--- config.mk ---
export PLATFORM = sky130hd
export DESIGN_NAME = ast_pkt_sanitizer
export DESIGN_NICKNAME = d
export VERILOG_FILES = /design/src/rtl/ast_pkg.sv /design/src/rtl/ast_sat_cnt.sv /design/src/rtl/ast_pkt_sanitizer.sv
export SDC_FILE = /design/constraint.sdc
export NUM_CORES = 1
export LEC_CHECK = 0
export BUFFER_PORTS_ARGS = -buffer_cell sky130_fd_sc_hd__buf_2
export CORE_ASPECT_RATIO = 0.75
export CORE_UTILIZATION = 40
export DETAILED_ROUTE_END_ITERATION = 12
export PLACE_DENSITY_LB_ADDON = 0.3
export SLEW_MARGIN = 20
export SYNTH_ARGS = -nofsm -noshare
export SYNTH_HDL_FRONTEND = slang
export SYNTH_SLANG_ARGS = --single-unit
--- constraint.sdc ---
create_clock -name clk -period 3.6 [get_ports clk]
set_input_delay 0.36 -clock clk [delete_from_list [all_inputs] [get_ports clk]]
set_output_delay 0.36 -clock clk [all_outputs]
set_load 0.005 [all_outputs]
--- src/rtl/ast_pkg.sv ---
// rtl/ast_pkg.sv - shared types for the Avalon-ST packet sanitizer
package ast_pkg;
  localparam int AST_DATA_W    = 64;
  localparam int AST_EMPTY_W   = 3;
  localparam int AST_ERROR_W   = 1;
  localparam int AST_CHANNEL_W = 8;
  localparam int AST_TUSER_W   = 1;
  localparam int TRUNC_ERR_BIT = 0;

  typedef struct packed {
    logic [AST_DATA_W-1:0]    data;
    logic                     sop;
    logic                     eop;
    logic [AST_EMPTY_W-1:0]   empty;
    logic [AST_ERROR_W-1:0]   error;
    logic [AST_CHANNEL_W-1:0] channel;
    logic [AST_TUSER_W-1:0]   tuser;
  } st_word_t;

  typedef enum logic {IDLE, IN_PKT} fsm_t;
endpackage

--- src/rtl/ast_sat_cnt.sv ---
// rtl/ast_sat_cnt.sv - saturating event counter
module ast_sat_cnt #(
  parameter int CNT_W = 32
) (
  input  logic             clk,
  input  logic             rst_n,
  input  logic             inc_i,
  output logic [CNT_W-1:0] cnt_o
);
  logic [CNT_W-1:0] cnt_q;

  always_ff @(posedge clk or negedge rst_n) begin
    if (!rst_n) begin
      cnt_q <= '0;
    end else if (inc_i && !(&cnt_q)) begin
      cnt_q <= cnt_q + CNT_W'(1);
    end
  end

  assign cnt_o = cnt_q;
endmodule

--- src/rtl/ast_pkt_sanitizer.sv ---
// rtl/ast_pkt_sanitizer.sv - repairs sop/eop framing with a one-word hold-back buffer
module ast_pkt_sanitizer
  import ast_pkg::*;
#(
  parameter int DATA_W    = AST_DATA_W,
  parameter int EMPTY_W   = AST_EMPTY_W,
  parameter int ERROR_W   = AST_ERROR_W,
  parameter int CHANNEL_W = AST_CHANNEL_W,
  parameter int TUSER_W   = AST_TUSER_W,
  parameter int CNT_W     = 32
) (
  input  logic                 clk,
  input  logic                 rst_n,
  input  logic [DATA_W-1:0]    snk_data,
  input  logic                 snk_sop,
  input  logic                 snk_eop,
  input  logic                 snk_val,
  input  logic [EMPTY_W-1:0]   snk_empty,
  input  logic [ERROR_W-1:0]   snk_error,
  input  logic [CHANNEL_W-1:0] snk_channel,
  input  logic [TUSER_W-1:0]   snk_tuser,
  output logic                 snk_ready,
  output logic [DATA_W-1:0]    src_data,
  output logic                 src_sop,
  output logic                 src_eop,
  output logic                 src_val,
  output logic [EMPTY_W-1:0]   src_empty,
  output logic [ERROR_W-1:0]   src_error,
  output logic [CHANNEL_W-1:0] src_channel,
  output logic [TUSER_W-1:0]   src_tuser,
  input  logic                 src_ready,
  output logic [CNT_W-1:0]     drop_cnt,
  output logic [CNT_W-1:0]     trunc_cnt
);
  fsm_t     st_q;
  st_word_t hold_q, src_q, in_w, rel_w;
  logic     hold_val_q, src_val_q;
  logic     out_free, release_ok, accept, trunc, orphan, load_hold, do_release;

  always_comb begin
    in_w         = '0;
    in_w.data    = snk_data;
    in_w.sop     = snk_sop;
    in_w.eop     = snk_eop;
    in_w.empty   = snk_empty;
    in_w.error   = snk_error;
    in_w.channel = snk_channel;
    in_w.tuser   = snk_tuser;
  end

  // A non-eop word may only leave hold together with its successor.
  assign out_free   = !src_val_q || src_ready;
  assign release_ok = out_free && (hold_q.eop || (snk_val && st_q == IN_PKT));
  assign snk_ready  = rst_n && (!hold_val_q || release_ok);
  assign accept     = snk_val && snk_ready;
  assign trunc      = accept && snk_sop && (st_q == IN_PKT);
  assign orphan     = accept && !snk_sop && (st_q == IDLE);
  assign load_hold  = accept && !orphan;
  assign do_release = hold_val_q && release_ok;

  always_comb begin
    rel_w = hold_q;
    if (trunc) begin
      rel_w.eop                  = 1'b1;
      rel_w.empty                = '0;
      rel_w.error[TRUNC_ERR_BIT] = 1'b1;
    end
  end

  always_ff @(posedge clk or negedge rst_n) begin
    if (!rst_n) begin
      st_q       <= IDLE;
      hold_val_q <= 1'b0;
      hold_q     <= '0;
      src_val_q  <= 1'b0;
      src_q      <= '0;
    end else begin
      if (accept) begin
        case (st_q)
          IDLE:    if (snk_sop) st_q <= snk_eop ? IDLE : IN_PKT;
          IN_PKT:  st_q <= snk_eop ? IDLE : IN_PKT;
          default: st_q <= IDLE;
        endcase
      end
      if (load_hold) begin
        hold_q     <= in_w;
        hold_val_q <= 1'b1;
      end else if (do_release) begin
        hold_val_q <= 1'b0;
      end
      if (do_release) begin
        src_q     <= rel_w;
        src_val_q <= 1'b1;
      end else if (src_ready) begin
        src_val_q <= 1'b0;
      end
    end
  end

  assign src_val     = src_val_q;
  assign src_data    = src_q.data;
  assign src_sop     = src_q.sop;
  assign src_eop     = src_q.eop;
  assign src_empty   = src_q.empty;
  assign src_error   = src_q.error;
  assign src_channel = src_q.channel;
  assign src_tuser   = src_q.tuser;

  ast_sat_cnt #(.CNT_W(CNT_W)) u_drop_cnt (
    .clk   (clk),
    .rst_n (rst_n),
    .inc_i (orphan),
    .cnt_o (drop_cnt)
  );

  ast_sat_cnt #(.CNT_W(CNT_W)) u_trunc_cnt (
    .clk   (clk),
    .rst_n (rst_n),
    .inc_i (trunc),
    .cnt_o (trunc_cnt)
  );
endmodule

==> flow_summary_export.csv <==
group,metric,value,unit
power_and_ir_drop,clkPwrFrac,29.9,%
floorplan,row_count,47,
floorplan,die_x,176,um
clock_network,clk_pin_slew,0.06,ns
grt,grt_use_met1,23.2,%
routing,vias,5740,
floorplan,die_h,133,um
grt,grt_pass1_wl,31.3,mm
sta,setup_viol,0,
sta,rsz0062_at_grt,"false",
run,drv_cap,0,
grt,grt_util_met3,6.18,%
synthesis,ys_top_cells_by_area,"dfrtp_1 (62%), mux2_2 (19%), xnor2_1 (3.3%)",
cells_and_area,nets,964,
routing,drcViolationCount,0,
routing,first_pass_iters,4,
synthesis,ys_types,46,
sta,finalMaxSlewViolations,0,
clock_network,post_cts_buffers,0,
synthesis,async_flop_share,100,%
floorplan,initial_core_util,41.1,%
cells_and_area,regArea,5630,um2
placed_design,gp_congestion,0.765,
synthesis,syn_inst,639,
outcome,outcome,"finished clean",
synthesis,seq_area_frac_synth,61.8,%
setup_path,crit_arrival,2.72,ns
min_path,hp-class,"in2reg",
cells_and_area,layout-area-overhead-vs-synth,25.2,%
setup_path,criticalPathCategory,"reg2reg",
power_and_ir_drop,seqPwrFrac,45.9,%
grt,antenna_found_initial,2,
clock_network,postCtsResizedCells,0,
routing,detail_route.wl_per_cell,16.2,um
grt,overflow,0,
routing,vias_per_cell,4.83,
sta,worst_pin_slew,0.961,ns
power_and_ir_drop,sw_frac_of_total,26.5,%
cells_and_area,fin_util,51.4,%
placed_design,dpl.hpwl,13.5,mm
setup_path,crit_path_cell_trace,"nor2b_2 -> o21ai_1 -> and2b_1 -> o21ai_4 -> buf_12 -> mux2_2",
sta,fin_tns_setup,0,ns
power_and_ir_drop,power.leakage,5.57,nW
routing,antenna_left,0,
setup_path,crit_fanout,54,
power_and_ir_drop,p_int,6.12,mW
synthesis,synth_most_common_cell,"dfrtp_1",
synthesis,yosys.area.top_type,"dfrtp_1",
synthesis,synthTopCellsByCount,"dfrtp_1 (225), mux2_2 (154), nand2_1 (35)",
synthesis,syn-cell-area,9110,um2
setup_path,endpoint_kind,"register",
cells_and_area,drive_gt1_share,50.1,%
grt,grt_max_degree,78,
routing,wl,19.2,mm
cells_and_area,fillers,1938,
clock_network,tritoncts,"built",
setup_path,cp.required,3.98,ns
power_and_ir_drop,switchingPower,2.21,mW
grt,top_usage_layer,"met2",
synthesis,yosysWarnings,0,
synthesis,avgSynthCellArea,14.3,um2
sta,fmax,426,MHz
sta,slew_headroom,35.9,%
clock_network,clock_latency,0.50,ns
sta,period_share,65.1,%
sta,hold_viol_final,0,
power_and_ir_drop,ir_drop,0.000409,V
grt,use_met2,24.7,%
power_and_ir_drop,p_comb_share,24.2,%
routing,drtIter0Drc,266,
setup_path,cp-start-kind,"register",
grt,track_usage,16.7,%
clock_network,cts.sinks,225,
clock_network,cts_max_level,1,
grt,grt_pass1_vias,5892,
setup_path,critical-path-top-delay-family,"simple AND/OR/NAND/NOR gates",
floorplan,dieArea,23400,um2
setup_path,cp_slowest_stage_delay,0.38,ns
sta,clock_skew,0.0158,ns
clock_network,cts_buffers,23,
clock_network,root_buffer,"clkbuf_16",
setup_path,cp_slowest_cell,"mux2_2",
cells_and_area,multiInputGateArea,3360,um2
setup_path,cp.buffers_inverters,1,
clock_network,cts_hold_buf,1,
synthesis,ys_ff_latch,225,
sta,min_period,2.34,ns
floorplan,core,22200,um2
clock_network,clockBufferDepth,3,
synthesis,synthFlopType,"dfrtp_1",
power_and_ir_drop,power.density,730,nW/um2
floorplan,io_pins,228,
synthesis,synth-edff-count,0,
synthesis,syn-num-nets,724,
placed_design,portBuffers,227,
synthesis,synth_top_area_share,61.8,%
area by class of cell:
type | instances | area share [%]
Tap cell | 294 | 3.23
Sequential cell | 225 | 49.4
Clock buffer | 36 | 6.09
Antenna cell | 1 | 0.0219
Timing Repair Buffer | 235 | 10.7
Inverter | 8 | 0.263
Multi-Input combinational cell | 386 | 29.5
Clock inverter | 4 | 0.834
metal layers:
metal	routed length, um	vias up	part of all wire (%)
li1	-	2715	-
met1	8880	2833	46
met2	8240	159	43
met3	1730	31	9.0
met4	379	2	2.0
met5	17	-	0.088
registers in the layout, indices dropped and copies added, names as in the netlist:
register / count
src_error: 1
src_tuser: 1
st_q: 1
src_sop: 1
u_trunc_cnt.cnt_o: 32
src_eop: 1
hold_val_q: 1
u_drop_cnt.cnt_o: 32
src_channel: 8
src_empty: 3
src_val: 1
hold_q: 79
src_data: 64
through the flow:
stage                     power (mW)  cell area (um2)  hold WS [ns]  cells  setup slack, ns
final                           8.33            11400        0.0524   1189             1.26
after global routing            8.81            11400        0.0441   1188             1.05
after CTS                       8.46            11400        0.0368   1188             1.21
after detailed placement        5.93            10600         0.281   1147             1.13
after global placement          5.83            10600         0.283   1147             1.19
after floorplan                 4.99             9110        0.0644    639             1.64
worst paths after layout:
path / from / end / slack, ns / depth (start not counted)
worst min-delay path: snk_eop / st_q / 0.05 / 2
max in group asynchronous: rst_n / hold_q[72] / 1.40 / 4
worst max register to register: src_val / hold_q[8] / 1.26 / 6
worst max-delay path: src_val / hold_q[8] / 1.26 / 6
worst min register to register: src_empty[2] / src_empty[2] / 0.47 / 2
min in group asynchronous: rst_n / hold_val_q / 0.34 / 2
worst register-to-register path: stages (launching register included):
cell and delay, ns:
dfrtp_1 0.33, nor2b_2 0.30, o21ai_1 0.16, and2b_1 0.25, o21ai_4 0.37, buf_12 0.35, mux2_2 0.46
cells by family (layout without fill, tap and decap cells):
logic type / after synthesis / in the layout / share of synthesized area, %
other: 0 / 1 / 0
adder cells (fa/ha/maj): 2 / 2 / 0.275
buffers and inverters: 28 / 283 / 1.41
AND/OR/NAND/NOR: 147 / 147 / 9.48
AO/OA/AOI/OAI: 22 / 22 / 2.10
multiplexers: 154 / 154 / 19.0
flip-flops: 225 / 225 / 61.8
XOR/XNOR: 61 / 61 / 5.87
power by group through the flow:
stage	combinational (mW)	sequential, mW	clock, mW
after floorplan	1.15	3.84	0
after global placement	2.00	3.84	0
after detailed placement	2.06	3.87	0
after CTS	2.06	3.83	2.56
after global routing	2.21	3.95	2.65
final	2.02	3.83	2.49
placed cells by master (no fill, tap or decap), types with 8 or more instances in the layout:
cell type  Yosys  routed
nor2_1        26      26
buf_2         13     226
dfrtp_1      225     225
inv_1          8       8
clkbuf_16      0      23
mux2_2       154     154
nand3_1       26      26
nand2_1       35      34
nand4_1        9       9
xnor2_1       34      34
xor2_1        27      27
Power figures use the tool's default switching activity.
